File: src/rtl/bcd_pkg.sv
// Shared constants and types for the BCD <-> binary converters.
// Holds the bcd2binary FSM state encoding, default sizes, the digit width
// and the digit-correction constants used by binary2bcd.
package bcd_pkg;

    localparam int DEF_DIGITS = 3;
    localparam int DEF_BIN_W  = 10;
    localparam int DIGIT_W    = 4;

    // Reverse double-dabble: a digit >= 8 after a right shift gets 3 taken off.
    localparam logic [DIGIT_W-1:0] B2D_SUB_THRESH = 4'd8;
    localparam logic [DIGIT_W-1:0] B2D_SUB_VAL    = 4'd3;
    localparam logic [DIGIT_W-1:0] BCD_MAX_DIGIT  = 4'd9;

    // Forward double-dabble (binary2bcd): a digit >= 5 gets 3 added before a left shift.
    localparam logic [DIGIT_W-1:0] D2B_ADD_THRESH = 4'd5;
    localparam logic [DIGIT_W-1:0] D2B_ADD_VAL    = 4'd3;

    typedef enum logic [1:0] {
        IDLE   = 2'd0,
        SHIFT  = 2'd1,
        ADJUST = 2'd2,
        DONE   = 2'd3
    } bcd2bin_state_e;

endpackage

File: src/rtl/bcd2bin_adjust.sv
// Single-digit correction for reverse double-dabble: subtract 3 from a
// digit that is 8 or more. Arithmetic wraps in 4 bits; no borrow leaves the digit.
module bcd2bin_adjust
    import bcd_pkg::*;
(
    input  logic [DIGIT_W-1:0] digit_i,
    output logic [DIGIT_W-1:0] digit_o
);

    assign digit_o = (digit_i >= B2D_SUB_THRESH) ? (digit_i - B2D_SUB_VAL) : digit_i;

endmodule

File: src/rtl/bcd2binary.sv
// Multi-cycle packed-BCD to binary converter (reverse double-dabble).
// A {bcd, bin} shift register is shifted right once and then digit-corrected
// once per iteration; after BIN_W iterations the low BIN_W bits hold the result.
// Optional feature: define BCD2BIN_CHECK_EN to reject operands with a digit > 9
// (short conversion, err set, bin_data left untouched).
module bcd2binary
    import bcd_pkg::*;
#(
    parameter int DIGITS = DEF_DIGITS,
    parameter int BIN_W  = DEF_BIN_W
) (
    input  logic                      sys_clk,
    input  logic                      sys_rst_n,
    input  logic                      start,
    input  logic [DIGIT_W*DIGITS-1:0] bcd_data,
    output logic [BIN_W-1:0]          bin_data,
    output logic                      busy,
    output logic                      done,
    output logic                      err
);

    localparam int BCD_W = DIGIT_W * DIGITS;
    localparam int SR_W  = BCD_W + BIN_W;
    localparam int CNT_W = $clog2(BIN_W + 1);

    bcd2bin_state_e     state_q, state_d;
    logic [SR_W-1:0]    sr_q, sr_d;
    logic [CNT_W-1:0]   cnt_q, cnt_d;
    logic [BIN_W-1:0]   bin_q, bin_d;
    logic               done_q, done_d;
    logic               err_q, err_d;
    logic [BCD_W-1:0]   adj_bcd;

    // One corrector per digit of the BCD half of the shift register.
    for (genvar g = 0; g < DIGITS; g++) begin : g_adj
        bcd2bin_adjust u_adj (
            .digit_i (sr_q[BIN_W + DIGIT_W*g +: DIGIT_W]),
            .digit_o (adj_bcd[DIGIT_W*g +: DIGIT_W])
        );
    end

`ifdef BCD2BIN_CHECK_EN
    logic bad_digit;

    // Flag an operand that contains any non-decimal digit.
    always_comb begin
        bad_digit = 1'b0;
        for (int i = 0; i < DIGITS; i++) begin
            if (bcd_data[DIGIT_W*i +: DIGIT_W] > BCD_MAX_DIGIT) begin
                bad_digit = 1'b1;
            end
        end
    end
`endif

    // Next-state and datapath control for the conversion FSM.
    always_comb begin
        state_d = state_q;
        sr_d    = sr_q;
        cnt_d   = cnt_q;
        bin_d   = bin_q;
        done_d  = 1'b0;
        err_d   = err_q;
        case (state_q)
            IDLE: begin
                if (start) begin
                    sr_d  = {bcd_data, {BIN_W{1'b0}}};
                    cnt_d = '0;
`ifdef BCD2BIN_CHECK_EN
                    if (bad_digit) begin
                        state_d = DONE;
                        err_d   = 1'b1;
                    end else begin
                        state_d = SHIFT;
                        err_d   = 1'b0;
                    end
`else
                    state_d = SHIFT;
`endif
                end
            end
            SHIFT: begin
                sr_d    = sr_q >> 1;
                cnt_d   = cnt_q + CNT_W'(1);
                state_d = ADJUST;
            end
            ADJUST: begin
                sr_d = {adj_bcd, sr_q[BIN_W-1:0]};
                if (cnt_q < CNT_W'(BIN_W)) begin
                    state_d = SHIFT;
                end else begin
                    state_d = DONE;
                end
            end
            DONE: begin
                // A rejected operand still pulses done but keeps the old result.
                if (!err_q) begin
                    bin_d = sr_q[BIN_W-1:0];
                end
                done_d  = 1'b1;
                state_d = IDLE;
            end
            default: state_d = IDLE;
        endcase
    end

    // State and datapath registers; reset clears everything at once.
    always_ff @(posedge sys_clk or negedge sys_rst_n) begin
        if (!sys_rst_n) begin
            state_q <= IDLE;
            sr_q    <= '0;
            cnt_q   <= '0;
            bin_q   <= '0;
            done_q  <= 1'b0;
            err_q   <= 1'b0;
        end else begin
            state_q <= state_d;
            sr_q    <= sr_d;
            cnt_q   <= cnt_d;
            bin_q   <= bin_d;
            done_q  <= done_d;
            err_q   <= err_d;
        end
    end

    assign busy     = (state_q == SHIFT) || (state_q == ADJUST);
    assign bin_data = bin_q;
    assign done     = done_q;
    assign err      = err_q;

endmodule
File: config.mk
export PLATFORM = sky130hd
export DESIGN_NAME = bcd2binary
export DESIGN_NICKNAME = d
export VERILOG_FILES = /design/src/rtl/bcd_pkg.sv /design/src/rtl/bcd2bin_adjust.sv /design/src/rtl/bcd2binary.sv
export SDC_FILE = /design/constraint.sdc
export NUM_CORES = 1
export LEC_CHECK = 0
export CAP_MARGIN = 10
export CORE_MARGIN = 5
export CORE_UTILIZATION = 54
export CTS_CLUSTER_DIAMETER = 150
export DETAILED_ROUTE_END_ITERATION = 6
export PLACE_DENSITY = 0.79
export SYNTH_ARGS = -nofsm -noshare
export SYNTH_HDL_FRONTEND = slang
export SYNTH_SLANG_ARGS = --single-unit
File: constraint.sdc
create_clock -name sys_clk -period 2.22 [get_ports sys_clk]
set_clock_uncertainty 0.15 [all_clocks]
set_input_delay 0.444 -clock sys_clk [delete_from_list [all_inputs] [get_ports sys_clk]]
set_output_delay 0.444 -clock sys_clk [all_outputs]
set_load 0.01 [all_outputs]
==> results_dict.tcl, run 1 <==
set metrics [dict create \
    status "completed" \
    place.gp.congestion 0.793 \
    grt_pass1_wl_um 6590 \
    avgViaCountPerCell 5.31 \
    hpwl_um 2600 \
    finalSetupViolCount 0 \
    drive_gt1_frac 0.166 \
    synth_common_cells "39 x dfrtp_1, 36 x nand2_1, 16 x mux2_2" \
    nFillCells 301 \
    multi_input_area_sq_um 918 \
    track_usage 0.167 \
    synth-seq-area-share 0.491 \
    ys_async_sr_fraction 1.00 \
    fin_crit_sh 0.895 \
    die_y_um 70.7 \
    clock-sinks 39 \
    diodes 0 \
    grt_max_degree 40 \
    drt-total-wl_um 3760 \
    start_kind "register" \
    r2r_cells 6 \
    slowest_stage "or2_1" \
    grt_pass1_vias 1487 \
    cts_hold_buf 0 \
    coreArea_sq_mm 0.00361 \
    firstDrtPassIters 4 \
    dr.first_iter.drc_count 57 \
    startpoint "state_q[0]" \
    area_growth_syn_to_layout_pct 24.3 \
    r2r_start "state_q[0]" \
    power_leakage_nw 1.15 \
    hold_violations 0 \
    synth.avg_cell_area_sq_um 9.95 \
    path_max_fanout 20 \
    fin_crit_ps 1990 \
    ff2ff_setup_slack_ps 230 \
    worstSkewPairLatency_ps 290 \
    grt_setup_unrepaired "false" \
    synth.largest_area_cell "dfrtp_1" \
    critical_path_required_ps 2280 \
    worst_slew_pin_slew_ps 616 \
    peakVddDrop_v 0.000738 \
    final.setup.tns_ps 0 \
    synthMostInstantiatedCell "dfrtp_1" \
    synth_edf_count 0 \
    rr_endpoint "sr_q[2]" \
    hp-class "in -> async" \
    io_buffers 26 \
    grt-ovfl-total 0 \
    fmaxAchievable_ghz 0.503 \
    ys_dominant_reg_cell "dfrtp_1" \
    cap_violations 0 \
    yosys_warnings 0 \
    relSlewSlack 0.590 \
    dr_total_vias 1502 \
    cts_max_path_buffers 2 \
    fin_nets 260 \
    rows 22 \
    synth.area.top_cells "dfrtp_1 49%, mux2_2 9.1%, ha_1 6.9%" \
    setup.worst_path.class "reg -> reg" \
    crit_end "sr_q[2]" \
    syn_nets 226 \
    drv_slew 0 \
    synth-seq-cells 39 \
    antenna_found_initial 0 \
    end_kind "register" \
    cts_buffers 5 \
    cts_root_buffer "clkbuf_8" \
    drcViolationCount 0 \
    cp.arrival_ps 2050 \
    h-tree-depth 2 \
    pin_count 28 \
    drt-wirelength-per-cell_um 13.3 \
    ant_nets 0 \
    fin_hold_ws_ps 43.1 \
    synth_cell_types 28 \
    regArea_sq_um 976 \
    crit_path_max_incr_delay_ps 530 \
    synthCells 200 \
    initial_core_util 0.552 \
    syn_area_sq_mm 0.00199 \
    die-area_sq_mm 0.00500 \
    path_cells "inv_1 -> ha_1 -> mux2i_1 -> or2_1 -> nand2_1 -> o21ai_1" \
    clk_pin_slew_ps 70 \
    synth_top_area_frac 0.491 \
    die_x_um 70.7 \
    cts_tree "done" \
    p_per_area_mw_per_mm2 1490 \
]
registers in the layout, summed over array words and instances (netlist names):
signal    count
sr_q         22
state_q       2
done          1
bin_data     10
cnt_q         4
per-stage QoR:
stage | power (W) | instance area (sq um) | cells | util | setup slack (ps)
after floorplan | 0.00248 | 1990 | 200 | - | 421
after global placement | 0.00303 | 2340 | 273 | 0.649 | 126
after detailed placement | 0.00308 | 2340 | 273 | 0.649 | 105
after CTS | 0.00373 | 2470 | 283 | 0.685 | 40.7
after global routing | 0.00401 | 2470 | 283 | 0.686 | 43.1
final | 0.00369 | 2470 | 283 | 0.686 | 233
cell type report:
type / count / area share
flip-flops and latches: 39 / 0.395
multi-input cells: 139 / 0.371
repair buffers: 38 / 0.146
clock buffers: 6 / 0.0334
well taps: 48 / 0.0243
inverters: 11 / 0.0167
clock inverters: 2 / 0.0142
worst min-delay path by stage:
stage | to | startpoint | depth (start not counted)
after CTS | bin_data[6] | sys_rst_n | 2
after global placement | sr_q[0] | sr_q[0] | 2
final | bin_data[6] | sys_rst_n | 2
after detailed placement | sr_q[0] | sr_q[0] | 2
after global routing | state_q[1] | sys_rst_n | 2
after floorplan | bin_data[0] | sys_rst_n | 0
what timing repair did:
| item | 4_1_cts | 5_1_grt |
|---|---|---|
| setup endpoints to repair | 1 | 1 |
| buffers inserted | 2 | 0 |
| gates resized for setup | 0 | 1 |
placed cells by master (no fill, tap or decap), drive strengths merged, types with 2 or more instances in the layout:
cell type	count
ha	11
o32a	2
nor3b	2
clkbuf	6
nand2b	2
inv	11
a31oi	4
a22oi	6
nand2	36
nor2b	2
nor2	11
a22o	2
xnor2	3
o21ai	16
mux2	16
clkdlybuf4s50	24
nor3	2
dfrtp	39
a21oi	13
mux2i	5
buf	13
where the power goes:
group | leakage (nW) | internal, W | switching (W)
Clock | 0.0612 | 0.000363 | 0.000233
Combinational | 0.576 | 0.000948 | 0.000974
Sequential | 0.511 | 0.000964 | 0.000210
critical path, delay by kind of cell (launching register included):
kind,cells,cell delay (ps)
fa+ha+maj,1,260
compound gates,1,100
buf+inv,1,90
mux,1,260
simple gates,2,660
flops,1,390
per-layer routing:
| metal | global-route usage | part of all wire | vias to the layer above |
|---|---|---|---|
| li1 | - | - | 743 |
| met1 | 0.209 | 0.47 | 729 |
| met2 | 0.267 | 0.47 | 21 |
| met3 | 0.0455 | 0.034 | 9 |
| met4 | 0.0814 | 0.024 | 0 |
| met5 | 0 | 0 | - |
cell families after synthesis:
group | count (synthesis) | synth area share
simple gates | 57 | 0.122
flops | 39 | 0.491
xor+xnor | 3 | 0.0132
mux | 21 | 0.116
compound gates | 46 | 0.140
fa+ha+maj | 11 | 0.0692
buf+inv | 22 | 0.0478
other cells | 1 | 0.00188
Note: power is estimated with default switching activity, not from simulation.
==> run 2, diff against run 1 <==
--- a/config.mk
+++ b/config.mk
@@ -7,2 +7,3 @@
 export LEC_CHECK = 0
+export ABC_CLOCK_PERIOD_IN_PS = 2220
 export CAP_MARGIN = 10
@@ -12,3 +13,3 @@
 export DETAILED_ROUTE_END_ITERATION = 6
-export PLACE_DENSITY = 0.79
+export PLACE_DENSITY = 0.87
 export SYNTH_ARGS = -nofsm -noshare
==> constraint.sdc (replaced) <==
create_clock -name sys_clk -period 2.22 [get_ports sys_clk]
set_clock_uncertainty 0.15 [all_clocks]
set_input_delay 0.333 -clock sys_clk [delete_from_list [all_inputs] [get_ports sys_clk]]
set_output_delay 0.333 -clock sys_clk [all_outputs]
set_load 0.01 [all_outputs]
==> results_dict.tcl, run 2 (synthesis results as in run 1) <==
set metrics [dict create \
    grt_pass1_vias 1462 \
    status "completed" \
    die-area_sq_mm 0.00500 \
    rows 22 \
    cts_root_buffer "clkbuf_8" \
    worstSkewPairLatency_ps 290 \
    grt_max_degree 40 \
    nFillCells 290 \
    critical_path_required_ps 1740 \
    drv_slew 0 \
    track_usage 0.168 \
    avgViaCountPerCell 5.24 \
    power_leakage_nw 1.09 \
    io_buffers 26 \
    cap_violations 0 \
    dr_total_vias 1457 \
    cts_resized 0 \
    h-tree-depth 2 \
    antenna_found_initial 0 \
    drt-wirelength-per-cell_um 13.2 \
    utilization 0.662 \
    relSlewSlack 0.572 \
    area_growth_syn_to_layout_pct 20.0 \
    r2r_cells 6 \
    clock-sinks 39 \
    fin_crit_sh 0.955 \
    setup.worst_path.class "reg -> out" \
    drt-total-wl_um 3680 \
    grt_setup_unrepaired "false" \
    fin_nets 255 \
    cts_max_path_buffers 2 \
    die_x_um 70.7 \
    ant_nets 0 \
    cp.arrival_ps 1640 \
    worst_slew_pin_slew_ps 643 \
    fmaxAchievable_ghz 0.471 \
    cts_hold_buf 1 \
    firstDrtPassIters 4 \
    mostFrequentLayoutCells "39 x dfrtp_1, 36 x nand2_1, 25 x clkdlybuf4s50_1" \
    cts_buffers 5 \
    dr.first_iter.drc_count 99 \
    place.gp.congestion 0.835 \
    clk_pin_slew_ps 70 \
    drive_gt1_frac 0.135 \
    initial_core_util 0.552 \
    start_kind "register" \
    largest-register "sr_q" \
    largest_reg_flops 22 \
    hpwl_um 2560 \
    drcViolationCount 0 \
    post_cts_buffers 0 \
    hold_depth 1 \
    fin_crit_ps 2120 \
    grt-ovfl-total 0 \
    cts_tree "done" \
    diodes 0 \
    path_max_fanout 5 \
    hold_violations 0 \
    peakVddDrop_v 0.000649 \
    finalSetupViolCount 0 \
    final.setup.tns_ps 0 \
    die_y_um 70.7 \
    pin_count 28 \
    coreArea_sq_mm 0.00361 \
    layout_commonest_cell "dfrtp_1" \
    hp-class "reg -> reg" \
    fin_hold_ws_ps 359 \
    grt_pass1_wl_um 6760 \
    p_per_area_mw_per_mm2 1440 \
    end_kind "output pin" \
]
==> run 2: changes by cell type in the layout (fill, tap and decap cells not counted), sizes merged <==
cell | previous run | this run
buf | 13 | 7
bufinv | 1 | 0
clkbuf | 6 | 7
dlygate4sd3 | 0 | 1
dlymetal6s2s | 1 | 0
clkdlybuf4s50 | 24 | 25
==> run 2: routing by layer <==
| layer | part of all wire | GRT usage | routed length, um | vias up |
|---|---|---|---|---|
| met5 | 0 | 0 | 0 | - |
| met2 | 0.46 | 0.246 | 1690 | 19 |
| met4 | 0.016 | 0.0647 | 58 | 0 |
| met3 | 0.033 | 0.0511 | 123 | 5 |
| li1 | - | - | - | 733 |
| met1 | 0.49 | 0.232 | 1800 | 700 |
==> run 2: worst paths after layout <==
path,start,to,slack (ps)
min in group asynchronous,sys_rst_n,cnt_q[1],470
hold reg to reg,bin_data[6],bin_data[6],360
hold / removal,bin_data[6],bin_data[6],360
setup reg to reg,state_q[0],sr_q[10],200
setup / recovery,state_q[0],busy,100
max in group asynchronous,sys_rst_n,sr_q[7],1120
==> run 2: layout make-up <==
type                    instances  area (sq um)  area share
repair buffers                 33           310       0.130
flip-flops and latches         39           976       0.409
well taps                      48          60.1      0.0252
clock inverters                 1          5.00     0.00210
clock buffers                   7          76.3      0.0320
multi-input cells             139           918       0.385
inverters                      11          41.3      0.0173
==> run 2: critical path, stage by stage, from the launching register on <==
cell	delay, ps
dfrtp_1	420
inv_1	80
ha_1	310
clkdlybuf4s50_1	540
==> run 2: through the flow <==
| step | total power, W | setup WS (ps) | std cells | cell area (sq um) |
|---|---|---|---|---|
| floorplan | 0.00248 | 421 | 200 | 1990 |
| global placement | 0.00293 | 145 | 269 | 2300 |
| detailed placement | 0.00300 | 86.7 | 269 | 2300 |
| CTS | 0.00345 | 89.2 | 278 | 2390 |
| global route | 0.00374 | 46.1 | 278 | 2390 |
| finish | 0.00343 | 98.9 | 278 | 2390 |
==> run 2: report_power, final <==
part           total, W  switching, W  leakage, nW  internal, W
clock network  0.000452      0.000232       0.0422     0.000220
logic           0.00179      0.000935        0.538     0.000856
registers       0.00119      0.000221        0.511     0.000964
total           0.00343       0.00139         1.09      0.00204
==> run 3, diff against run 2 <==
CORE_MARGIN = default   (was 5)
==> results_dict.tcl, run 3 (synthesis results as in run 1) <==
set metrics [dict create \
    mostFrequentLayoutCells "38 x dfrtp_1, 36 x nand2_1, 25 x clkdlybuf4s50_1" \
    crit_path_max_incr_delay_ps 550 \
    status "completed" \
    end_kind "output pin" \
    utilization 0.702 \
    area_growth_syn_to_layout_pct 21.5 \
    final.setup.tns_ps 0 \
    critical_path_required_ps 1740 \
    firstDrtPassIters 4 \
    drt-wirelength-per-cell_um 14.4 \
    hp-class "reg -> reg" \
    fin_crit_sh 0.976 \
    grt_max_degree 40 \
    slowest_stage "clkdlybuf4s50_1" \
    drt-total-wl_um 4010 \
    path_max_fanout 5 \
    hp-start "bin_data[1]" \
    power_frac_seq 0.338 \
    r2r_start "state_q[0]" \
    peakVddDrop_v 0.000622 \
    cp.arrival_ps 1680 \
    min_to "bin_data[1]" \
    cts_max_path_buffers 2 \
    start_kind "register" \
    place.gp.congestion 0.791 \
    coreArea_sq_mm 0.00344 \
    fmaxAchievable_ghz 0.462 \
    hold_violations 0 \
    dr_total_vias 1525 \
    clock-sinks 39 \
    diodes 0 \
    relSlewSlack 0.558 \
    dr.first_iter.drc_count 162 \
    antenna_found_initial 0 \
    finalSetupViolCount 0 \
    avgViaCountPerCell 5.49 \
    initial_core_util 0.578 \
    cts_buffers 5 \
    hold_depth 1 \
    switchingPower_w 0.00147 \
    worst_slew_pin_slew_ps 662 \
    rows 21 \
    layout_commonest_cell "dfrtp_1" \
    ff2ff_setup_slack_ps 170 \
    clk_pin_slew_ps 70 \
    drv_slew 0 \
    die_y_um 62.7 \
    cts_tree "done" \
    worstSkewPairLatency_ps 290 \
    cts_root_buffer "clkbuf_8" \
    fin_nets 257 \
    ant_nets 0 \
    hpwl_um 2680 \
    p_per_area_mw_per_mm2 1470 \
    grt_pass1_vias 1411 \
    track_usage 0.226 \
    power_leakage_nw 1.10 \
    r2r_cells 7 \
    setup.worst_path.class "reg -> out" \
    largest_reg_flops 22 \
    die-area_sq_mm 0.00393 \
    power_w 0.00356 \
    io_buffers 26 \
    p_int_w 0.00209 \
    h-tree-depth 2 \
    rr_endpoint "sr_q[4]" \
    grt_pass1_wl_um 6790 \
    grt-ovfl-total 0 \
    cap_violations 0 \
    drcViolationCount 0 \
    drive_gt1_frac 0.155 \
    largest-register "sr_q" \
    die_x_um 62.7 \
    pin_count 28 \
    fin_crit_ps 2170 \
    pwr-share-comb 0.531 \
    p_sw_frac 0.412 \
    path_cells "inv_1 -> ha_1 -> clkdlybuf4s50_1" \
    grt_setup_unrepaired "false" \
    p_clk_frac 0.131 \
]
## run 3: cell count changes in the layout (fill, tap and decap cells not counted), sizes merged
cell,before,now
buf,7,9
clkinvlp,0,1
clkbuf,7,6
## run 3: worst max-delay path, delay by kind of cell, from the launching register on
| kind | cells | cell delay, ps |
|---|---|---|
| buffers and inverters | 2 | 640 |
| DFF | 1 | 430 |
| adders and majority gates | 1 | 330 |
## run 3: per-layer routing
metal | global-route usage | vias to the layer above | part of all wire
met4 | 0.0872 | 0 | 0.025
li1 | - | 736 | -
met3 | 0.0602 | 11 | 0.041
met5 | 0 | - | 0
met1 | 0.285 | 738 | 0.43
met2 | 0.370 | 40 | 0.50
## run 3: metrics by stage
| stage | hold WS [ps] | area [sq um] | instances | setup WS, ps |
|---|---|---|---|---|
| floorplan | -113 | 1990 | 200 | 421 |
| global placement | 259 | 2310 | 269 | 179 |
| detailed placement | 257 | 2310 | 269 | 159 |
| CTS | 356 | 2400 | 278 | 20.1 |
| global route | 383 | 2420 | 278 | 0.0866 |
| finish | 357 | 2420 | 278 | 54.3 |
## run 3: power by group through the flow
stage	registers [W]	clock network (W)	logic, W
2_1_floorplan	0.00117	0	0.00131
3_3_place_gp	0.00119	0	0.00177
3_5_place_dp	0.00121	0	0.00183
4_1_cts	0.00119	0.000466	0.00186
5_1_grt	0.00124	0.000508	0.00210
6_report	0.00120	0.000467	0.00189
## run 3: repair_timing
item	4_1_cts	5_1_grt
buffers inserted	0	0
hold endpoints to repair	39	0
endpoints found under the setup margin	0	10
hold buffers	1	0
resized for setup	0	3
## run 3: how the worst max path moves through the flow
stage / from / end / slack [ps] / cells after the start
final: state_q[1] / busy / 50 / 3
after global routing: state_q[1] / busy / 0.09 / 3
after CTS: state_q[0] / busy / 20 / 3
after detailed placement: start / sr_q[12] / 160 / 5
after global placement: start / sr_q[20] / 180 / 5
after floorplan: state_q[0] / sr_q[14] / 420 / 6
## run 3: final cells by class
class,count,area (sq um)
Fill cell,239,1020
Sequential cell,39,977
Multi-Input combinational cell,139,931
Timing Repair Buffer,35,325
Clock buffer,6,72.6
Tap cell,46,57.6
Inverter,11,41.3
Clock inverter,2,12.5
